<file path="config.mk">
export PLATFORM = sky130hd
export DESIGN_NAME = tilemap_scroll_gen
export DESIGN_NICKNAME = d
export VERILOG_FILES = /design/src/rtl/tilemap_scroll_gen.sv
export SDC_FILE = /design/constraint.sdc
export NUM_CORES = 1
export LEC_CHECK = 0
export CORE_MARGIN = 3
export CORE_UTILIZATION = 50
export CTS_BUF_LIST = sky130_fd_sc_hd__clkbuf_4
export DETAILED_ROUTE_END_ITERATION = 10
export HOLD_SLACK_MARGIN = 0.03
export PLACE_DENSITY = 0.86
export SYNTH_ARGS = -nofsm -noshare
export SYNTH_HDL_FRONTEND = slang
export SYNTH_SLANG_ARGS = --single-unit
</file>
<file path="constraint.sdc">
create_clock -name clk -period 9.7 [get_ports clk]
set_input_delay 1.94 -clock clk [delete_from_list [all_inputs] [get_ports clk]]
set_output_delay 1.94 -clock clk [all_outputs]
set_load 0.01 [all_outputs]
</file>
<file path="src/rtl/tilemap_scroll_gen.sv">
// tilemap_scroll_gen
// Tile-map background renderer with smooth per-pixel horizontal scrolling.
// It sits between the VGA sync generator and the colour output. Each pixel
// position (pix_x + scroll_x, pix_y) is turned into a map ROM address, then
// the returned tile id into a pixel address in one of two tile banks. The
// fetched RGB332 pixel comes out of a fixed 3-stage pipeline, so inputs at
// cycle N show up on bit_rgb / video_on_out at cycle N+3, one pixel per clock.
// A small frame-synchronous FSM moves scroll_x left or right once per
// frame_tick from the debounced button levels.
//
// Ports
//   clk           system clock
//   reset         synchronous, active-high
//   video_on      active-video qualifier aligned with pix_x/pix_y
//   pix_x, pix_y  current pixel column / row (10 bit)
//   frame_tick    one-cycle pulse per frame during vertical blanking
//   btn_right     debounced level, scroll right
//   btn_left      debounced level, scroll left
//   map_addr      map ROM address (ROM has 1-cycle read latency)
//   tile_id       map ROM data
//   tile_addr     tile bank pixel address (banks have 1-cycle read latency)
//   bank0_data    bank0 pixel data
//   bank1_data    bank1 pixel data
//   scroll_x      current scroll offset in pixels
//   bit_rgb       registered output pixel
//   video_on_out  video_on delayed to line up with bit_rgb

module tilemap_scroll_gen #(
    parameter int          TILE_LOG2    = 5,
    parameter int          MAP_ROWS     = 15,
    parameter int          MAP_COLS     = 96,
    parameter int          VIEW_COLS    = 20,
    parameter int          BANK_SPLIT   = 16,
    parameter int          SCROLL_STEP  = 2,
    parameter logic [7:0]  TRANSP_COLOR = 8'hD7,
    parameter logic [7:0]  SKY_COLOR    = 8'hE0
) (
    input  logic        clk,
    input  logic        reset,
    input  logic        video_on,
    input  logic [9:0]  pix_x,
    input  logic [9:0]  pix_y,
    input  logic        frame_tick,
    input  logic        btn_right,
    input  logic        btn_left,
    output logic [10:0] map_addr,
    input  logic [4:0]  tile_id,
    output logic [13:0] tile_addr,
    input  logic [7:0]  bank0_data,
    input  logic [7:0]  bank1_data,
    output logic [11:0] scroll_x,
    output logic [7:0]  bit_rgb,
    output logic        video_on_out
);

    // Rightmost scroll position: the last VIEW_COLS columns fill the screen.
    localparam logic [11:0] MAX_SCROLL    = 12'((MAP_COLS - VIEW_COLS) << TILE_LOG2);
    localparam logic [4:0]  BANK_SPLIT_ID = 5'(BANK_SPLIT);

    typedef enum logic [1:0] {
        IDLE,
        SCR_R,
        SCR_L
    } scroll_state_t;

    scroll_state_t state, state_next;
    logic [11:0]   scroll_next;
    logic [12:0]   scroll_up;

    // Scroll state register. scroll_x only ever changes on a frame_tick,
    // so it is constant for every pixel of a frame.
    always_ff @(posedge clk) begin
        if (reset) begin
            state    <= IDLE;
            scroll_x <= '0;
        end else begin
            state    <= state_next;
            scroll_x <= scroll_next;
        end
    end

    // Scroll next-state and move. The destination state depends only on the
    // button levels at the tick, so the same rule applies from every state:
    // entering or staying in SCR_R/SCR_L moves on that very tick (including
    // an immediate reversal), and release or both-pressed parks in IDLE
    // without moving. Both directions saturate instead of wrapping; the
    // upward sum is one bit wider so the compare cannot overflow.
    always_comb begin
        state_next  = state;
        scroll_next = scroll_x;
        scroll_up   = {1'b0, scroll_x} + 13'(SCROLL_STEP);
        if (frame_tick) begin
            if (btn_right && !btn_left) begin
                state_next  = SCR_R;
                scroll_next = (scroll_up > {1'b0, MAX_SCROLL}) ? MAX_SCROLL : scroll_up[11:0];
            end else if (btn_left && !btn_right) begin
                state_next  = SCR_L;
                scroll_next = (scroll_x < 12'(SCROLL_STEP)) ? 12'd0 : scroll_x - 12'(SCROLL_STEP);
            end else begin
                state_next  = IDLE;
            end
        end
    end

    // Stage 0: world coordinate and map ROM address. The map ROM is
    // column-major, hence column * MAP_ROWS + row.
    logic [11:0] wx;
    logic [11:0] map_col;
    logic [9:0]  map_row;

    always_comb begin
        wx       = {2'b00, pix_x} + scroll_x;
        map_col  = wx >> TILE_LOG2;
        map_row  = pix_y >> TILE_LOG2;
        map_addr = 11'(map_col * 12'(MAP_ROWS)) + 11'(map_row);
    end

    logic [TILE_LOG2-1:0] s1_x_off;
    logic [TILE_LOG2-1:0] s1_y_off;
    logic                 s1_von;

    // Stage 0 -> 1 registers: in-tile offsets travel alongside the map ROM
    // read so they meet tile_id in the next cycle.
    always_ff @(posedge clk) begin
        if (reset) begin
            s1_x_off <= '0;
            s1_y_off <= '0;
            s1_von   <= 1'b0;
        end else begin
            s1_x_off <= wx[TILE_LOG2-1:0];
            s1_y_off <= pix_y[TILE_LOG2-1:0];
            s1_von   <= video_on;
        end
    end

    // Stage 1: tile id to bank pixel address. Id 0 is empty sky and needs no
    // fetch. Ids 1..BANK_SPLIT index bank0 from its start; higher ids index
    // bank1 from its start. Within a tile, {y_off, x_off} equals
    // (y_off << TILE_LOG2) + x_off.
    logic [13:0] tile_base;
    logic        bank_sel_c;
    logic        sky_c;

    always_comb begin
        tile_base  = '0;
        bank_sel_c = 1'b0;
        sky_c      = 1'b0;
        tile_addr  = '0;
        if (tile_id == 5'd0) begin
            sky_c = 1'b1;
        end else begin
            if (tile_id <= BANK_SPLIT_ID) begin
                tile_base = (14'(tile_id) - 14'd1) << (2 * TILE_LOG2);
            end else begin
                bank_sel_c = 1'b1;
                tile_base  = (14'(tile_id) - 14'(BANK_SPLIT + 1)) << (2 * TILE_LOG2);
            end
            tile_addr = tile_base + 14'({s1_y_off, s1_x_off});
        end
    end

    logic s2_bank_sel;
    logic s2_sky;
    logic s2_von;

    // Stage 1 -> 2 registers: bank select and sky flag wait for bank data.
    always_ff @(posedge clk) begin
        if (reset) begin
            s2_bank_sel <= 1'b0;
            s2_sky      <= 1'b0;
            s2_von      <= 1'b0;
        end else begin
            s2_bank_sel <= bank_sel_c;
            s2_sky      <= sky_c;
            s2_von      <= s1_von;
        end
    end

    // Stage 2: choose the bank and resolve transparency to sky colour.
    logic [7:0] pix_data;
    logic [7:0] rgb_next;

    always_comb begin
        pix_data = s2_bank_sel ? bank1_data : bank0_data;
        rgb_next = pix_data;
        if (!s2_von) begin
            rgb_next = 8'h00;
        end else if (s2_sky || (pix_data == TRANSP_COLOR)) begin
            rgb_next = SKY_COLOR;
        end
    end

    // Output registers: blanked pixels are forced to black.
    always_ff @(posedge clk) begin
        if (reset) begin
            bit_rgb      <= 8'h00;
            video_on_out <= 1'b0;
        end else begin
            bit_rgb      <= rgb_next;
            video_on_out <= s2_von;
        end
    end

endmodule

</file>
After elaboration in Yosys (flattened, before gate mapping)
Index checks and enable logic that the tools add are counted.
Storage, ports and cells
  word-level logic and storage cells: 45
  bits of input ports: 47
  bits in registers: 35
  output and inout bits: 46
Operators by class
  add/subtract/negate cells: 7
  multiply operators: 1
  eq/ne operators: 1
  reductions and logical operators: 11
  muxes and demuxes: 11
  order comparisons: 3
  bitwise logic cells: 1
Operators with widths (count)
  2-to-1 mux 12 bit: 4
  2-to-1 mux 14 bit: 3
  2-to-1 mux 8 bit: 2
  adder 14 x 10 -> 14 bit: 1
  adder 12 x 2 -> 13 bit, second input constant: 1
  > comparator 13 x 12 -> 1 bit, second input constant: 1
  adder 10 x 12 -> 12 bit: 1
  less-than comparator 12 x 2 -> 1 bit, second input constant: 1
  subtractor 12 x 2 -> 12 bit, second input constant: 1
  adder 11 x 5 -> 11 bit: 1
  multiplier 7 x 4 -> 11 bit, second input constant: 1
  equality test 8 bit, second input constant: 1
  subtractor 4 x 1 -> 4 bit, second input constant: 2
  less-or-equal comparator 5 bit, second input constant: 1
  zero test 5 bit: 1
  OR reduction 2 bit: 2
  OR reduction 3 bit: 1
  logical AND 1 bit: 2
  zero test 1 bit: 2
  2-to-1 mux 1 bit: 2
  AND reduction 2 bit: 1
  nonzero test 2 bit: 1
  logical OR 1 bit: 1
  NOT 1 bit: 1

Depth between registers and ports, before layout
Gate-level depths: netlist of the first run.
  depth after elaboration: 5
  depth in mapped cells: 19

Worst setup path after synthesis of the first run
OpenSTA, ideal clock, no wires.
  kind: input to output
  start point: input port pix_x[2]
  end point: output port map_addr[10]
  setup slack: 1.563 ns
  cell stages on the path: 18
  data required time: 7.760 ns
  data arrival time: 6.197 ns
  path buffers: 0
  cells stage by stage: ha_1 -> nand2_1 -> a21oi_1 -> o21a_1 -> nor2_1 -> xnor2_1 -> fa_1 -> fa_1 -> inv_1 -> fa_1 -> inv_1 -> ha_1 -> a21oi_1 -> o21ai_0 -> or4_1 -> a31o_2 -> a21oi_1 -> xnor2_1
On the way
  cells in the longest elaborated chain, start to end: 3
Ends and longest elaborated chain
  from (decl): RTL line 41  | input logic [9:0] pix_x,
  adder 10 x 12 -> 12 bit: RTL line 112  | wx = {2'b00, pix_x} + scroll_x;
  multiplier 7 x 4 -> 11 bit: RTL line 115  | map_addr = 11'(map_col * 12'(MAP_ROWS)) + 11'(map_row);
  adder 11 x 5 -> 11 bit: RTL line 115
  to (decl): RTL line 46  | output logic [10:0] map_addr,
No other way between the ends.

Worst setup path in the final report of the first run
  start point: input port pix_x[3]
  end point: output port map_addr[10]
Same word-level chain as after synthesis.

==> impl_metrics.json, run 1 <==
{
  "status": "finished, final reports clean",
  "final_common_cell": "clkdlybuf4s50_1",
  "hold_end": "s2_von$_SDFF_PP0_",
  "dp.final_hpwl_um": 6400,
  "hold_viol_final": 0,
  "die_area_um2": 7640,
  "nNetsFinal": 582,
  "die_h_um": 87.4,
  "finalCriticalPeriod_ns": 9.34,
  "path_clk_slew_ns": 0.12,
  "diodes": 0,
  "min_from": "s1_von$_SDFF_PP0_",
  "htree_levels": 2,
  "cts_root_buf": "clkbuf_4",
  "ys_seq_elements": 34,
  "start_util": 0.519,
  "fmax_mhz": 107,
  "cts_tree": "done",
  "slew_headroom": 0.409,
  "avgSynthCellArea_um2": 8.19,
  "tns_ns": 0,
  "cp-start-kind": "input port",
  "grt_max_degree": 23,
  "tightest_slew_ns": 0.883,
  "ys_types": 61,
  "clkSinkCount": 34,
  "path_max_fanout": 4,
  "rsz0062_at_grt": "false",
  "grt_first_pass_wirelength_um": 13000,
  "grt_use_met2": 0.361,
  "grt.total_usage": 0.208,
  "ys.flop_type": "dfxtp_1",
  "hold_slack_ns": 0.467,
  "leakagePower_nw": 1.83,
  "routedWlPerCell_um": 14.1,
  "drc": 0,
  "syn_nets": 500,
  "drt-pass1-iter-count": 6,
  "drive_gt1_frac": 0.0553,
  "powerDensity_nw_per_um2": 379,
  "use_met1": 0.267,
  "power.total_mw": 1.62,
  "cp-end-kind": "output port",
  "post-route-period-util": 0.962,
  "ff2ff_path_depth": 7,
  "ys_seq_area_frac": 0.205,
  "port_buffers": 91,
  "grt_overflow_total": 0,
  "synthCells": 405,
  "drt_iter0_drc": 145,
  "dp_slack_ns": 0.280,
  "top_usage_layer": "met2",
  "rows": 29,
  "dp_cells": 557,
  "grt_pass1_vias": 2961,
  "r2r_setup_slack_ns": 6.86,
  "place.gp.congestion": 0.901,
  "drtAntennaViolNets": 0,
  "cts_hold_buf": 0,
  "placed_cell_area_um2": 4210,
  "vias": 3136,
  "fin_ws_ns": 0.365,
  "clk_latency_ns": 0.34,
  "setup_viol": 0,
  "crit_required_ns": 7.76,
  "final_cell_area_um2": 4270,
  "syn-cell-area_um2": 3320,
  "final_util": 0.669,
  "die_w_um": 87.4,
  "core_um2": 6390,
  "fin_skew_ns": 0.0121,
  "max-cap-violations": 0,
  "clockBufferDepth": 2,
  "avgViaCountPerCell": 5.55,
  "hold_path.class": "reg -> reg",
  "totalWireLength_um": 7950,
  "hold_depth": 1,
  "critPathArrivalTime_ns": 7.40,
  "layout_common_cells": "clkdlybuf4s50_1, ha_1, inv_1, dfxtp_1, nor2_1",
  "rr_endpoint": "scroll_x[4]$_SDFFE_PP0P_",
  "synth_edf_count": 0,
  "instances_no_fill": 565,
  "crit-reg2reg-launch": "scroll_x[1]$_SDFFE_PP0P_",
  "num-fill-cells": 496,
  "grt_antenna_before_repair": 0,
  "area_growth_pct": 28.9,
  "io_pins": 93,
  "gr-usage-met3": 0.0246,
  "report.final.slew_viol_count": 0,
  "synthArstFlopShare": 0,
  "cts_buffers": 5,
  "crit_type": "in -> out",
  "ys_warn_count": 0,
  "peakVddDrop_v": 0.000948
}
## registers in the layout (all words and copies together), names as in the netlist
signal and flops:
video_on_out 1, s1_x_off 5, s2_sky 1, bit_rgb 8, s2_von 1, s1_y_off 5
s2_bank_sel 1, s1_von 1, scroll_x 11
## critical path, stage by stage
cell,delay [ns]
clkdlybuf4s50_1,0.41
ha_1,0.34
o21ai_0,0.25
a21oi_1,0.11
o21a_1,0.19
nor2_1,0.15
xnor2_2,0.19
fa_1,0.48
fa_1,0.51
inv_1,0.05
fa_1,0.48
inv_1,0.05
ha_1,0.34
a21oi_1,0.21
o21ai_0,0.14
or4_1,0.45
a31o_2,0.25
a21oi_1,0.17
xnor2_1,0.13
clkdlybuf4s50_1,0.55
## power by group
| part | internal [mW] | switching (mW) | total, mW |
|---|---|---|---|
| registers | 0.153 | 0.0278 | 0.181 |
| logic | 0.727 | 0.633 | 1.36 |
| clock network | 0.0270 | 0.0516 | 0.0785 |
| total | 0.907 | 0.712 | 1.62 |
## how the worst max path moves through the flow
stage,slack (ns),endpoint,cells after the start,startpoint
after global routing,0.02,map_addr[10],21,pix_x[3]
final,0.36,map_addr[10],20,pix_x[3]
after CTS,0.26,map_addr[10],19,pix_x[3]
after global placement,0.45,map_addr[10],19,pix_x[3]
after detailed placement,0.28,map_addr[10],20,pix_x[2]
after floorplan,1.56,map_addr[10],18,pix_x[2]
## synth_stat cells, types with 10 or more instances
cell type,number,share of area
nand2b_1,10,0.019
dfxtp_1,34,0.21
nand2_1,28,0.032
ha_1,39,0.15
a21oi_1,26,0.039
o21ai_0,20,0.030
nor3_1,20,0.030
inv_1,35,0.040
nor2_1,30,0.034
nor2b_1,26,0.049
xnor2_1,20,0.053
## layer usage
metal | part of all wire | vias to the layer above
met5 | 0 | -
met4 | 0.017 | 0
met3 | 0.047 | 12
met2 | 0.51 | 105
met1 | 0.43 | 1439
li1 | - | 1580
## cell type report
cell class                 count  area [um^2]  share of cell area
clock inverter                 3         16.3             0.00381
clock buffer                   5         37.5             0.00878
sequential                    34          681               0.159
timing repair buffer          93          926               0.217
tap                           77         96.3              0.0225
inverter                      35          131              0.0307
multi-input combinational    318         2390               0.558
## what timing repair did
action | 4_1_cts | 5_1_grt
buffers inserted | 0 | 0
endpoints found under the setup margin | 0 | 1
resized for setup | 0 | 3
## kinds of logic (layout without fill, tap and decap cells)
group / after synthesis / count (layout) / synth area share
AO/OA/AOI/OAI: 85 / 85 / 0.176
AND/OR/NAND/NOR: 143 / 143 / 0.220
XOR/XNOR: 29 / 29 / 0.0766
other: 1 / 1 / 0.00113
buffers and inverters: 53 / 136 / 0.0815
adder cells (fa/ha/maj): 50 / 50 / 0.208
multiplexers: 10 / 10 / 0.0317
flip-flops: 34 / 34 / 0.205
(Power assumes the default switching activity.)
==> inputs of run 2 (changes only) <==
CAP_MARGIN = 20   (was unset)
CORE_UTILIZATION = 55   (was 50)
DONT_BUFFER_PORTS = 1   (was unset)
PLACE_DENSITY = 0.73   (was 0.86)
==> run 2 against run 1 <==
  * Global-route usage decreased by 0.57 points
  * Die area decreased by 8.5%
  * Sequential power increased by 2%
  * Register-to-register slack got worse by 0.11 ns
  * Critical endpoint unchanged
==> impl_metrics.json, run 2 (same netlist as run 1, synthesis figures left out) <==
{
  "placed_cell_area_um2": 3270,
  "grt_antenna_before_repair": 0,
  "cts_root_buf": "clkbuf_4",
  "max-cap-violations": 0,
  "drive_gt1_frac": 0.0631,
  "report.final.slew_viol_count": 0,
  "r2r_setup_slack_ns": 6.75,
  "dp_cells": 459,
  "path_clk_slew_ns": 0.11,
  "crit_type": "in -> out",
  "hold_depth": 1,
  "ff2ff_path_depth": 7,
  "cp-end-kind": "output port",
  "finalCriticalPeriod_ns": 8.48,
  "rr_endpoint": "scroll_x[4]$_SDFFE_PP0P_",
  "fin_skew_ns": 0.0136,
  "reg_top3": "scroll_x x11, bit_rgb x8",
  "cts_buffers": 5,
  "final_cell_area_um2": 3390,
  "clkSinkCount": 34,
  "powerDensity_nw_per_um2": 381,
  "grt_first_pass_wirelength_um": 11900,
  "setup_viol": 0,
  "final_common_cell": "ha_1",
  "drt_iter0_drc": 116,
  "crit_required_ns": 7.76,
  "die_h_um": 83.6,
  "hold_path.class": "reg -> reg",
  "post-route-period-util": 0.874,
  "start_util": 0.584,
  "die_area_um2": 7000,
  "crit-reg2reg-launch": "scroll_x[1]$_SDFFE_PP0P_",
  "area_growth_pct": 2.15,
  "tightest_slew_ns": 0.666,
  "num-fill-cells": 520,
  "grt_overflow_total": 0,
  "clockBufferDepth": 2,
  "status": "finished, final reports clean",
  "largest_register_ffs": 11,
  "routedWlPerCell_um": 15.2,
  "cts_tree": "done",
  "layout_common_cells": "ha_1, inv_1, dfxtp_1, nor2_1, nand2_1",
  "hold_slack_ns": 0.455,
  "drt-pass1-iter-count": 5,
  "drtAntennaViolNets": 0,
  "vias": 2750,
  "hold_end": "s2_von$_SDFF_PP0_",
  "hold_viol_final": 0,
  "path_max_fanout": 5,
  "rows": 27,
  "die_w_um": 83.6,
  "slew_headroom": 0.550,
  "dp.final_hpwl_um": 5620,
  "avgViaCountPerCell": 5.88,
  "io_pins": 93,
  "cp-start-kind": "input port",
  "cts_hold_buf": 0,
  "tns_ns": 0,
  "grt_pass1_vias": 2627,
  "nNetsFinal": 490,
  "postCtsSetupBuffers": 0,
  "diodes": 0,
  "min_from": "s1_von$_SDFF_PP0_",
  "fmax_mhz": 118,
  "leakagePower_nw": 1.50,
  "totalWireLength_um": 7110,
  "port_buffers": 0,
  "rsz0062_at_grt": "false",
  "core_um2": 5680,
  "critPathArrivalTime_ns": 6.54,
  "grt.total_usage": 0.202,
  "peakVddDrop_v": 0.000552,
  "top_register": "scroll_x",
  "grt_max_degree": 23,
  "instances_no_fill": 468,
  "drc": 0,
  "cts_resized": 0,
  "htree_levels": 2,
  "clk_latency_ns": 0.35,
  "place.gp.congestion": 0.851,
  "crit_start": "pix_x[3]"
}
[run 2: changes by cell type in the layout (fill, tap and decap cells not counted), sizes merged]
cell,delta
clkinvlp,-1
bufinv,+2
clkinv,-1
clkdlybuf4s50,-91
buf,-1
[run 2: power by group]
group          internal (mW)  switching [mW]
logic                  0.404           0.564
clock network         0.0806          0.0553
registers              0.153          0.0321
total                  0.638           0.652
[run 2: worst max path at each step]
stage               cells past startpoint           end  slack [ns]
floorplan                              18  map_addr[10]        1.56
global placement                       17  map_addr[10]        1.34
detailed placement                     17  map_addr[10]        1.21
CTS                                    17  map_addr[10]        1.19
global route                           17  map_addr[10]        0.92
finish                                 17  map_addr[10]        1.22
[run 2: layout make-up]
class	instances	area [um^2]	share of cell area
Multi-Input combinational cell	318	2370	0.700
Sequential cell	34	681	0.201
Inverter	35	131	0.0388
Tap cell	72	90.1	0.0266
Clock inverter	3	68.8	0.0203
Clock buffer	5	37.5	0.0111
Timing Repair Buffer	1	7.51	0.00222
[run 2: routing by layer]
layer  global-route usage  part of all wire  vias up
li1                     -                 -     1388
met1                0.246              0.41     1278
met2                0.359              0.52       77
met3               0.0484             0.067        7
met4               0.0424            0.0073        0
met5                    0                 0        -
[run 2: critical path: stages]
cell and delay, ns:
ha_1 0.30, o21ai_0 0.11, a21oi_1 0.17, o21ai_0 0.16, xnor2_1 0.48, fa_1 0.55
fa_1 0.49, inv_1 0.05, fa_1 0.48, inv_1 0.04, ha_1 0.32, a21oi_1 0.21
o21ai_0 0.14, or4_1 0.47, a31o_2 0.26, a21oi_1 0.17, xnor2_1 0.20
[run 2: per-stage QoR]
stage	worst slack, ns	util	total power, mW
after floorplan	1.56	-	1.02
after global placement	1.34	0.577	1.13
after detailed placement	1.21	0.577	1.16
after CTS	1.19	0.595	1.30
after global routing	0.920	0.597	1.42
final	1.22	0.597	1.29
